[src/rtl/touch_pkg.sv]
// Shared types for the two-pad hold gesture controller.
// Holds the FSM state encoding and the abort counter width.
package touch_pkg;

  typedef enum logic [1:0] {
    IDLE    = 2'd0,
    ARMED   = 2'd1,
    HOLDING = 2'd2,
    LOCKOUT = 2'd3
  } gesture_state_e;

  localparam int ABORT_CNT_W = 8;

endpackage

[src/rtl/touch_debounce.sv]
// Pad conditioner: 2-flop synchronizer followed by a consecutive-cycle debounce counter.
// Latency: 2 + DEBOUNCE_CYCLES cycles from raw change to clean change; no backpressure.
module touch_debounce #(
  parameter int DEBOUNCE_CYCLES = 1000
) (
  input  logic clk,
  input  logic rst,
  input  logic raw,
  output logic clean
);

  localparam int CW = $clog2(DEBOUNCE_CYCLES + 1);
  localparam logic [CW-1:0] TERM = CW'(DEBOUNCE_CYCLES - 1);

  logic          sync1_q;
  logic          sync2_q;
  logic          clean_q;
  logic          clean_d;
  logic [CW-1:0] cnt_q;
  logic [CW-1:0] cnt_d;

  // Counter only advances while the synchronized input disagrees with clean.
  always_comb begin
    clean_d = clean_q;
    cnt_d   = '0;
    if (sync2_q != clean_q) begin
      if (cnt_q == TERM) begin
        clean_d = sync2_q;
      end else begin
        cnt_d = cnt_q + CW'(1);
      end
    end
  end

  always_ff @(posedge clk or negedge rst) begin
    if (!rst) begin
      sync1_q <= 1'b0;
      sync2_q <= 1'b0;
      clean_q <= 1'b0;
      cnt_q   <= '0;
    end else begin
      sync1_q <= raw;
      sync2_q <= sync1_q;
      clean_q <= clean_d;
      cnt_q   <= cnt_d;
    end
  end

  assign clean = clean_q;

endmodule

[src/rtl/touch_gesture_ctrl.sv]
// Two-pad hold gesture qualifier: debounce, pairing window, hold timer, confirm/abort pulses.
// Latency: confirm HOLD_CYCLES after HOLDING entry; pulses registered; no backpressure.
// TOUCH_GESTURE_ABORT_CNT_EN adds a saturating abort_cnt output.
module touch_gesture_ctrl
  import touch_pkg::*;
#(
  parameter int DEBOUNCE_CYCLES = 1000,
  parameter int PAIR_WINDOW     = 5000,
  parameter int HOLD_CYCLES     = 50000
) (
  input  logic       clk,
  input  logic       rst,
  input  logic       touch1,
  input  logic       touch2,
  output logic       touched,
  output logic       confirm,
  output logic       abort,
  output logic [1:0] state
`ifdef TOUCH_GESTURE_ABORT_CNT_EN
  ,
  output logic [ABORT_CNT_W-1:0] abort_cnt
`endif
);

  localparam int WW = $clog2(PAIR_WINDOW + 1);
  localparam int HW = $clog2(HOLD_CYCLES + 1);
  localparam logic [WW-1:0] WIN_TERM  = WW'(PAIR_WINDOW - 1);
  localparam logic [HW-1:0] HOLD_TERM = HW'(HOLD_CYCLES - 1);

  logic d1;
  logic d2;

  touch_debounce #(.DEBOUNCE_CYCLES(DEBOUNCE_CYCLES)) u_deb1 (
    .clk   (clk),
    .rst   (rst),
    .raw   (touch1),
    .clean (d1)
  );

  touch_debounce #(.DEBOUNCE_CYCLES(DEBOUNCE_CYCLES)) u_deb2 (
    .clk   (clk),
    .rst   (rst),
    .raw   (touch2),
    .clean (d2)
  );

  gesture_state_e state_q;
  gesture_state_e state_d;
  logic [WW-1:0]  win_cnt_q;
  logic [WW-1:0]  win_cnt_d;
  logic [HW-1:0]  hold_cnt_q;
  logic [HW-1:0]  hold_cnt_d;
  logic           first_q;
  logic           first_d;
  logic           touched_q;
  logic           touched_d;
  logic           confirm_q;
  logic           confirm_d;
  logic           abort_q;
  logic           abort_d;
  logic           first_down;

  // first_q remembers which pad armed the gesture (0 = pad 1, 1 = pad 2).
  assign first_down = first_q ? d2 : d1;
  assign touched_d  = d1 & d2;

  always_comb begin
    state_d    = state_q;
    win_cnt_d  = '0;
    hold_cnt_d = '0;
    first_d    = first_q;
    confirm_d  = 1'b0;
    abort_d    = 1'b0;
    case (state_q)
      IDLE: begin
        if (d1 && d2) begin
          state_d = HOLDING;
        end else if (d1 ^ d2) begin
          state_d = ARMED;
          first_d = d2;
        end
      end
      ARMED: begin
        // A late second press beats window expiry on the same cycle.
        if (d1 && d2) begin
          state_d = HOLDING;
        end else if (!first_down) begin
          state_d = IDLE;
          abort_d = 1'b1;
        end else if (win_cnt_q == WIN_TERM) begin
          state_d = LOCKOUT;
          abort_d = 1'b1;
        end else begin
          win_cnt_d = win_cnt_q + WW'(1);
        end
      end
      HOLDING: begin
        // A release beats hold completion on the same cycle.
        if (!(d1 && d2)) begin
          state_d = IDLE;
          abort_d = 1'b1;
        end else if (hold_cnt_q == HOLD_TERM) begin
          state_d   = LOCKOUT;
          confirm_d = 1'b1;
        end else begin
          hold_cnt_d = hold_cnt_q + HW'(1);
        end
      end
      LOCKOUT: begin
        if (!d1 && !d2) begin
          state_d = IDLE;
        end
      end
      default: state_d = IDLE;
    endcase
  end

`ifdef TOUCH_GESTURE_ABORT_CNT_EN
  logic [ABORT_CNT_W-1:0] abort_cnt_q;
  logic [ABORT_CNT_W-1:0] abort_cnt_d;

  always_comb begin
    abort_cnt_d = abort_cnt_q;
    if (abort_d && (abort_cnt_q != {ABORT_CNT_W{1'b1}})) begin
      abort_cnt_d = abort_cnt_q + ABORT_CNT_W'(1);
    end
  end

  always_ff @(posedge clk or negedge rst) begin
    if (!rst) begin
      abort_cnt_q <= '0;
    end else begin
      abort_cnt_q <= abort_cnt_d;
    end
  end

  assign abort_cnt = abort_cnt_q;
`endif

  always_ff @(posedge clk or negedge rst) begin
    if (!rst) begin
      state_q    <= IDLE;
      win_cnt_q  <= '0;
      hold_cnt_q <= '0;
      first_q    <= 1'b0;
      touched_q  <= 1'b0;
      confirm_q  <= 1'b0;
      abort_q    <= 1'b0;
    end else begin
      state_q    <= state_d;
      win_cnt_q  <= win_cnt_d;
      hold_cnt_q <= hold_cnt_d;
      first_q    <= first_d;
      touched_q  <= touched_d;
      confirm_q  <= confirm_d;
      abort_q    <= abort_d;
    end
  end

  assign touched = touched_q;
  assign confirm = confirm_q;
  assign abort   = abort_q;
  assign state   = state_q;

endmodule

[config.mk]
export PLATFORM = sky130hd
export DESIGN_NAME = touch_gesture_ctrl
export DESIGN_NICKNAME = d
export VERILOG_FILES = /design/src/rtl/touch_pkg.sv /design/src/rtl/touch_debounce.sv /design/src/rtl/touch_gesture_ctrl.sv
export SDC_FILE = /design/constraint.sdc
export NUM_CORES = 1
export LEC_CHECK = 0
export BUFFER_PORTS_ARGS = -buffer_cell sky130_fd_sc_hd__clkbuf_2
export CORE_ASPECT_RATIO = 1.2
export CORE_UTILIZATION = 50
export DETAILED_ROUTE_END_ITERATION = 8
export PLACE_DENSITY = 0.66
export SLEW_MARGIN = 20
export SYNTH_ARGS = -nofsm -noshare
export SYNTH_HDL_FRONTEND = slang
export SYNTH_SLANG_ARGS = --single-unit
[constraint.sdc]
create_clock -name clk -period 2.4 [get_ports clk]
set_input_delay 0.12 -clock clk [delete_from_list [all_inputs] [get_ports clk]]
set_output_delay 0.12 -clock clk [all_outputs]
set_load 0.05 [all_outputs]
### After elaboration in Yosys (flattened, before gate mapping)

Cells that the tools add are included.

* register bits after elaboration: 61
* word-level logic and storage cells: 73
* input bits: 4
* output and inout port bits: 5

* eq/ne operators: 13
* multiplexer cells: 29
* bitwise gates (word level): 3
* reduce and logical (&&, ||, !) cells: 9
* add/subtract/negate cells: 4

Operator list (count)
* 13-bit 2-to-1 mux: 4
* 16-bit 2-to-1 mux: 3
* 10-bit 2-to-1 mux: 4
* 10-bit by 1-bit adder with 10-bit output (second input constant): 2
* 10-bit equality test (second input constant): 2
* 16-bit by 1-bit adder with 16-bit output (second input constant): 1
* 16-bit equality test (second input constant): 1
* 2-bit 2-to-1 mux: 8
* 13-bit by 1-bit adder with 13-bit output (second input constant): 1
* 13-bit equality test (second input constant): 1
* 1-bit 2-to-1 mux: 8
* 2-bit one-hot mux with 4 select lines: 1
* 3-bit != test (second input constant): 2
* 2-bit equality test (second input constant): 2
* 4-bit != test (second input constant): 1
* 2-bit AND reduction: 2
* 4-bit AND reduction: 1
* 3-bit AND reduction: 1
* 2-bit by 1-bit equality test with 1-bit output (second input constant): 1
* 1-bit logical AND: 2
* 1-bit zero test: 2
* 2-bit zero test: 1
* 1-bit != test: 2
* 2-bit != test (second input constant): 1
* other kinds (4): 4

### Depth between registers and ports, before layout

Gate-level depths: netlist (run 1).

* word-level depth: 5
* gate-level depth with buffers: 7
* gate-level depth less buffers: 6

### Modules after synthesis

A second synthesis (run 1) with hierarchy kept.

* cells, all modules: 285
* area, all modules: 2985.4 µm²

Modules (own cells, without submodules)
* touch_gesture_ctrl: cells each 175, seq. area each 875.8 µm², area each 1771.7 µm², times used 1
* touch_debounce: cells each 55, seq. area each 325.3 µm², area each 606.8 µm², times used 2

### Worst setup path before layout (run 1)

No wires, ideal clock.

* path type: flip-flop to flip-flop
* start point: register state_q[0] (netlist: state[0])
* end point: register state_q[1] (netlist: state[1])
* setup slack: 0.506 ns
* required time: 2.272 ns
* period minus slack after synthesis: 1.894 ns
* stages on the path, launching flop included: 8
* path buffers: 1
* data arrival time: 1.766 ns
* library setup time: 0.128 ns
* cells stage by stage: dfrtp_1 inv_1 ha_1 nand2_1 a41o_1 buf_4 o211ai_2 mux2_1

* cells in the longest elaborated chain, start to end: 3
* elaborated cells between the ends (all ways): 10
* those cells by class: eq/ne (7); mux (1); reduce/logical (2)

RTL lines
* start, declared: line touch_gesture_ctrl.sv:47 `gesture_state_e state_q;`
* start signal, assigned: line touch_gesture_ctrl.sv:150 `state_q <= state_d;`
* 2-bit by 1-bit equality test with 1-bit output, or another cell as far along: line touch_gesture_ctrl.sv:74 `case (state_q)`
* 4-bit != test (no line), or another cell as far along
* 4-bit AND reduction (no line)

Several ways; a longest one is shown, not always the timed one.
A chain may end at the register's enable or synchronous reset.

### Worst setup path after layout (run 1)

* start point: register win_cnt_q[0]
* end point: register state_q[1] (netlist: state[1])

* cells in the longest elaborated chain, start to end: 3

RTL lines
* start, declared: line touch_gesture_ctrl.sv:49 `logic [WW-1:0] win_cnt_q;`
* start signal, assigned: line touch_gesture_ctrl.sv:151 `win_cnt_q <= win_cnt_d;`
* 13-bit equality test: line touch_gesture_ctrl.sv:90 `end else if (win_cnt_q == WIN_TERM) begin`
* 4-bit != test (no line)
* 4-bit AND reduction (no line)

No other way between the ends.

==> metrics.md, run 1 <==
| Metric | Value |
|---|---|
| Initial Util | `51.7%` |
| PwrDens | `657 mW/mm^2` |
| Fmax | `0.576 GHz` |
| M1 GR Usage | `23.4%` |
| Global routing's busiest layer | `met2` |
| Hold Crit Depth | `0` |
| R2R setup slack | `0.66 ns` |
| DRT antenna net count | `0` |
| Post-CTS Setup Bufs | `0` |
| CTS buffer count | `9` |
| Netlist Area Pre-Place | `0.00293 sq mm` |
| Worst EP required | `2.61 ns` |
| Layout cell share with drive strength beyond 1 | `12.0%` |
| Crit path DAT | `1.95 ns` |
| Fin. Hold Viols | `0` |
| Largest net degree at the start of global routing | `36` |
| FF-to-FF path depth | `5` |
| Seq/Total Area, Yosys | `52.1%` |
| Clock transition time at the flip-flop clock pins of the worst setup and hold paths | `0.07 ns` |
| Antenna violations before repair | `0` |
| FF-to-FF Start | `win_cnt_q[0]` |
| Fill cells | `482` |
| Layout area overhead | `13.8%` |
| Post-synth EDFFs | `0` |
| Synth Area per Inst | `10.4 sq um` |
| Diodes inserted | `0` |
| Crit end category | `register` |
| Ratio of final minimum period to clock period | `72.3%` |
| CTS resizes | `0` |
| DR iter-0 viols | `98` |
| Post-synthesis xor/xnor area fraction | `11.7%` |
| Commonest non-fill, non-tap cell in the layout | `dfrtp_1` |
| Worst-Margin Slew | `0.855 ns` |
| #FFs+latches synth | `61` |
| Clk_skew | `0.0126 ns` |
| Clk_lat worst skew | `0.34 ns` |
| Post-synthesis mux area share | `1.54%` |
| Critical Path Fanout Max | `6` |
| # DRC | `0` |
| All-Layer GR Usage | `19.0%` |
| Vias/cell | `5.20` |
| Final setup violating endpoints | `0` |
| H-tree lvl count | `3` |
| Mapped Cells | `283` |
| Met3 usage | `4.23%` |
| CTS tree | `built` |
| Pre-antenna DRT Iters | `4` |
| Crit Path Category | `reg2reg` |
| Die height | `85.8 um` |
| Via count | `2,019` |
| Post-DR wirelength/cell | `13.1 um` |
| Worst hold path endpoint | `u_deb1.sync2_q` |
| Most frequent cells in the layout | `dfrtp_1 (61), nor2_1 (46), xnor2_1 (20)` |
| Final hold slack | `0.349 ns` |
| FF-to-FF End | `state[1]` |
| Main combinational cell family by area after synthesis | `simple AND/OR/NAND/NOR gates` |
| First-pass GRT wire length | `8960 um` |
| Setup TNS | `0 ns` |
| Status | `finished clean` |
| Pwr Total | `2.19 mW` |
| I/O pins | `9` |
| DIE AREA | `0.00617 sq mm` |
| Wirelength, routed | `5100 um` |
| Min cycle time layout | `1.74 ns` |
| Post-synth net total | `298` |
| Lkg Pwr | `1.41 nW` |
| Post-DP HPWL | `3490 um` |
| VDD IR max | `0.479 mV` |
| Number of synthesis warnings | `0` |
| Synth Area in Simple Gates | `23.5%` |
| Max_cap viols | `0` |
| Post-Synth Adder-Cell Area | `4.70%` |
| GP Congestion | `0.755` |
| HP Class | `reg2reg` |
| Distinct cells, synth | `39` |
| Final nets | `318` |
| Rel. slew slack | `43.0%` |
| Clock buffer depth | `2` |
| Root Buffer | `clkbuf_8` |
| Global route overflow | `0` |
| Num rows | `30` |
| Pins Over Slew Limit | `0` |
| Port bufs | `8` |
| Ys flop type | `dfrtp_1` |
| CP Launch Type | `register` |
| Unrepaired setup endpoints after global routing | `no` |
| Compound-gate portion of the synthesized area | `4.10%` |
| Die width | `71.9 um` |
| Hold Path Origin | `u_deb1.sync1_q` |
| Total clock sinks | `61` |
| Vias in the first global route | `1,996` |
| Synth async-reset ratio | `100%` |
| Met2 Use GR | `31.1%` |
| Core area | `0.00567 sq mm` |
-- Yosys cell counts, drive strengths merged (2+ instances only) --
cell,number,area share [%]
a21oi,6,1.0
and2,4,0.85
and3,6,1.3
and4,4,1.2
buf,4,0.77
dfrtp,61,52
ha,11,4.7
inv,12,1.5
mux2,4,1.5
nand2,19,2.4
nand2b,3,0.64
nand3,13,2.6
nand4,11,2.3
nor2,46,5.9
nor3,8,1.4
nor4,2,0.43
nor4b,3,0.90
o21ai,7,1.2
or2,2,0.43
or3,4,1.1
or4,3,0.77
xnor2,20,6.0
xor2,19,5.7
-- state kept, by name, summed over array words and instances, names as in the netlist, 2 cells and up --
register and count:
u_deb1.cnt_q 10, win_cnt_q 13, u_deb2.cnt_q 10, hold_cnt_q 16
state 2
-- critical path, stage by stage, from the launching register on --
cell	delay (ns)
dfrtp_1	0.43
ha_1	0.27
and2_1	0.19
and4_1	0.19
o211ai_2	0.20
mux2_1	0.34
-- what timing repair did --
action / CTS / global route
setup endpoints to repair: 0 / 0
hold buffers: 3 / 0
endpoints found under the hold margin: 35 / 0
-- report_power, final --
| part | leakage (nW) | internal (mW) | switching (mW) |
|---|---|---|---|
| registers | 0.838 | 1.04 | 0.00790 |
| clock network | 0.116 | 0.690 | 0.405 |
| logic | 0.452 | 0.0160 | 0.0321 |
-- cell type report --
cell class	count	area [sq um]	area share (%)
Clock inverter	6	111	3.34
Tap cell	80	100	3.00
Clock buffer	10	128	3.83
Multi-Input combinational cell	205	1330	39.9
Timing Repair Buffer	14	92.6	2.78
Sequential cell	61	1530	45.8
Inverter	12	45.0	1.35
-- cells by family (layout without fill, tap and decap cells) --
| group | count (synthesis) | in the layout |
|---|---|---|
| compound gates | 19 | 19 |
| xor+xnor | 39 | 39 |
| fa+ha+maj | 11 | 11 |
| buf+inv | 17 | 42 |
| flops | 61 | 61 |
| mux | 4 | 4 |
| simple gates | 132 | 132 |
-- worst max path at each step --
stage	startpoint	endpoint	slack, ns	depth (start not counted)
floorplan	state[0]	state[1]	0.51	7
global placement	win_cnt_q[0]	state[1]	0.73	5
detailed placement	win_cnt_q[0]	state[1]	0.68	5
CTS	win_cnt_q[0]	state[1]	0.66	5
global route	hold_cnt_q[8]	state[1]	0.53	4
finish	win_cnt_q[0]	state[1]	0.66	5
-- routing by layer --
metal | up-vias | share of wire, % | wire [um]
li1 | 1006 | - | -
met4 | 0 | 2.3 | 118
met3 | 10 | 2.2 | 112
met5 | - | 0 | 0
met1 | 983 | 47 | 2380
met2 | 20 | 49 | 2490
-- through the flow --
| step | instance area, sq um | cells | utilization, % | setup slack (ns) |
|---|---|---|---|---|
| after floorplan | 2930 | 283 | - | 0.506 |
| after global placement | 3070 | 369 | 54.1 | 0.734 |
| after detailed placement | 3070 | 369 | 54.1 | 0.685 |
| after CTS | 3330 | 388 | 58.8 | 0.661 |
| after global routing | 3330 | 388 | 58.8 | 0.531 |
| final | 3330 | 388 | 58.8 | 0.664 |
No activity file was read; power rests on OpenSTA's default activity.
==> inputs of run 2 (changes only) <==
==> constraint.sdc (replaced) <==
create_clock -name clk -period 1.7 [get_ports clk]
set_input_delay 0.085 -clock clk [delete_from_list [all_inputs] [get_ports clk]]
set_output_delay 0.085 -clock clk [all_outputs]
set_load 0.05 [all_outputs]
==> run 2 against run 1 <==
  * Combinational power rose by 47%
  * Clock-buffer cell count rose by 1
  * Cell count rose by 5.2%
  * Die area did not move
  * Worst hold slack got worse by 0.090 ns
  * Via count rose by 2.1%
  * Maximum frequency rose by 8.3%
  * Global-route usage rose by 0.12 points
  * Sequential share of layout area fell by 2.2 points
==> metrics.md, run 2 (synthesis results as in run 1) <==
| Metric | Value |
|---|---|
| FF-to-FF path depth | `4 (was 5)` |
| Top Registers | `hold_cnt_q x16, win_cnt_q x13 (unchanged)` |
| DIE AREA | `0.00617 sq mm (unchanged)` |
| Crit Path Category | `reg2reg (unchanged)` |
| Final nets | `338 (was 318)` |
| Post-Place Cells | `388 (was 369)` |
| Fmax | `0.624 GHz (was 0.576 GHz)` |
| Pwr Total | `2.87 mW (was 2.19 mW)` |
| Global route overflow | `0 (unchanged)` |
| Die height | `85.8 um (unchanged)` |
| Unrepaired setup endpoints after global routing | `no (unchanged)` |
| Largest net degree at the start of global routing | `29 (was 36)` |
| Lkg Pwr | `1.50 nW (was 1.41 nW)` |
| Root Buffer | `clkbuf_8 (unchanged)` |
| Clk_skew | `0.0110 ns (was 0.0126 ns)` |
| Diodes inserted | `0 (unchanged)` |
| GP Congestion | `0.788 (was 0.755)` |
| Vias in the first global route | `2,102 (was 1,996)` |
| Clock buffer depth | `2 (unchanged)` |
| Layout cell share with drive strength beyond 1 | `20.7% (was 12.0%)` |
| Worst EP required | `1.96 ns (was 2.61 ns)` |
| Setup TNS | `0 ns (unchanged)` |
| Clock transition time at the flip-flop clock pins of the worst setup and hold paths | `0.07 ns (about the same)` |
| Layout area overhead | `19.8% (was 13.8%)` |
| I/O pins | `9 (unchanged)` |
| Pre-antenna DRT Iters | `4 (unchanged)` |
| Crit path DAT | `1.86 ns (was 1.95 ns)` |
| Clk_lat worst skew | `0.34 ns (about the same)` |
| Crit end category | `register (unchanged)` |
| CP Launch Type | `register (unchanged)` |
| Wirelength, routed | `5120 um (was 5100 um)` |
| CTS tree | `built (unchanged)` |
| Max_cap viols | `0 (unchanged)` |
| Antenna violations before repair | `0 (unchanged)` |
| DR iter-0 viols | `98 (unchanged)` |
| Fin. Hold Viols | `0 (unchanged)` |
| All-Layer GR Usage | `19.2% (was 19.0%)` |
| Non-filler cells, final | `408 (was 388)` |
| # DRC | `0 (unchanged)` |
| Ratio of final minimum period to clock period | `94.3% (was 72.3%)` |
| PwrDens | `818 mW/mm^2 (was 657 mW/mm^2)` |
| FF-to-FF End | `hold_cnt_q[15] (was state[1])` |
| Status | `finished clean (unchanged)` |
| Critical Path Sink | `hold_cnt_q[15] (was state[1])` |
| Post-DR wirelength/cell | `12.6 um (was 13.1 um)` |
| Vias/cell | `5.05 (was 5.20)` |
| CTS buffer count | `9 (unchanged)` |
| Initial Util | `51.7% (unchanged)` |
| Min cycle time layout | `1.60 ns (was 1.74 ns)` |
| First-pass GRT wire length | `9130 um (was 8960 um)` |
| Fill cells | `475 (was 482)` |
| Post-DP HPWL | `3560 um (was 3490 um)` |
| Rel. slew slack | `63.4% (was 43.0%)` |
| FF-to-FF Start | `hold_cnt_q[5] (was win_cnt_q[0])` |
| CP Launch Point | `hold_cnt_q[5] (was win_cnt_q[0])` |
| Pins Over Slew Limit | `0 (unchanged)` |
| Largest Register | `hold_cnt_q (unchanged)` |
| Die width | `71.9 um (unchanged)` |
| Most frequent cells in the layout | `dfrtp_1 (59), nor2_1 (46), buf_4 (22) (was dfrtp_1 (61), nor2_1 (46), xnor2_1 (20))` |
| HP Class | `in2async (was reg2reg)` |
| Total clock sinks | `61 (unchanged)` |
| Via count | `2,061 (was 2,019)` |
| VDD IR max | `0.487 mV (was 0.479 mV)` |
| Commonest non-fill, non-tap cell in the layout | `dfrtp_1 (unchanged)` |
| Core area | `0.00567 sq mm (unchanged)` |
| R2R setup slack | `0.1 ns (was 0.66 ns)` |
| Worst-Margin Slew | `0.550 ns (was 0.855 ns)` |
| Num rows | `30 (unchanged)` |
| H-tree lvl count | `3 (unchanged)` |
| Max reg flops | `16 (unchanged)` |
| Port bufs | `8 (unchanged)` |
| Final setup violating endpoints | `0 (unchanged)` |
| DRT antenna net count | `0 (unchanged)` |
| Critical Path Fanout Max | `6 (unchanged)` |
==> run 2: where the power goes <==
group          switching [mW]  leakage [nW]  internal (mW)
clock                   0.564         0.102          0.756
combinational          0.0446         0.564         0.0259
sequential             0.0112         0.835           1.47
==> run 2: timing repair <==
item | 4_1_cts | 5_1_grt
setup endpoints to repair | 0 | 20
setup buffers | 0 | 1
endpoints found under the hold margin | 22 | 0
hold buffers | 3 | 0
resized for setup | 0 | 7
==> run 2: how the worst min path moves through the flow <==
stage | start | end | slack (ns) | depth (start not counted)
after global routing | rst | u_deb1.cnt_q[6] | 0.30 | 2
after global placement | rst | u_deb1.cnt_q[6] | 0.09 | 1
after CTS | rst | u_deb1.cnt_q[6] | 0.26 | 2
after detailed placement | rst | u_deb1.cnt_q[6] | 0.1 | 1
final | rst | u_deb1.cnt_q[6] | 0.26 | 2
after floorplan | rst | abort | -0.21 | 0
==> run 2: routing by layer <==
metal  up-vias  track usage (%)  part of all wire, %
met2        19             30.8                   48
li1       1043                -                    -
met1       992             24.1                   48
met5         -                0                    0
met3         7             4.11                  2.4
met4         0             10.3                  1.2
==> run 2: area by class of cell <==
| class | count | area [sq um] | share of cell area, % |
|---|---|---|---|
| clock inverters | 5 | 58.8 | 1.68 |
| repair buffers | 34 | 255 | 7.27 |
| well taps | 80 | 100 | 2.85 |
| flip-flops and latches | 61 | 1530 | 43.6 |
| multi-input cells | 205 | 1370 | 39.0 |
| clock buffers | 11 | 151 | 4.31 |
| inverters | 12 | 45.0 | 1.28 |
==> run 2: metrics by stage <==
step	util, %	setup WS [ns]	instance area, sq um	hold WS (ns)
after floorplan	-	0.00742	2950	-0.211
after global placement	57.1	0.0493	3240	0.0914
after detailed placement	57.1	0.0227	3240	0.0973
after CTS	61.4	0.0265	3480	0.263
after global routing	61.9	0.000607	3510	0.299
final	61.9	0.0969	3510	0.259
==> run 2: worst max-delay path, cell delays in order, from the launching register on <==
cell	delay, ns
dfrtp_1	0.44
nand3_2	0.11
or3_4	0.41
or4_1	0.40
a21oi_1	0.16
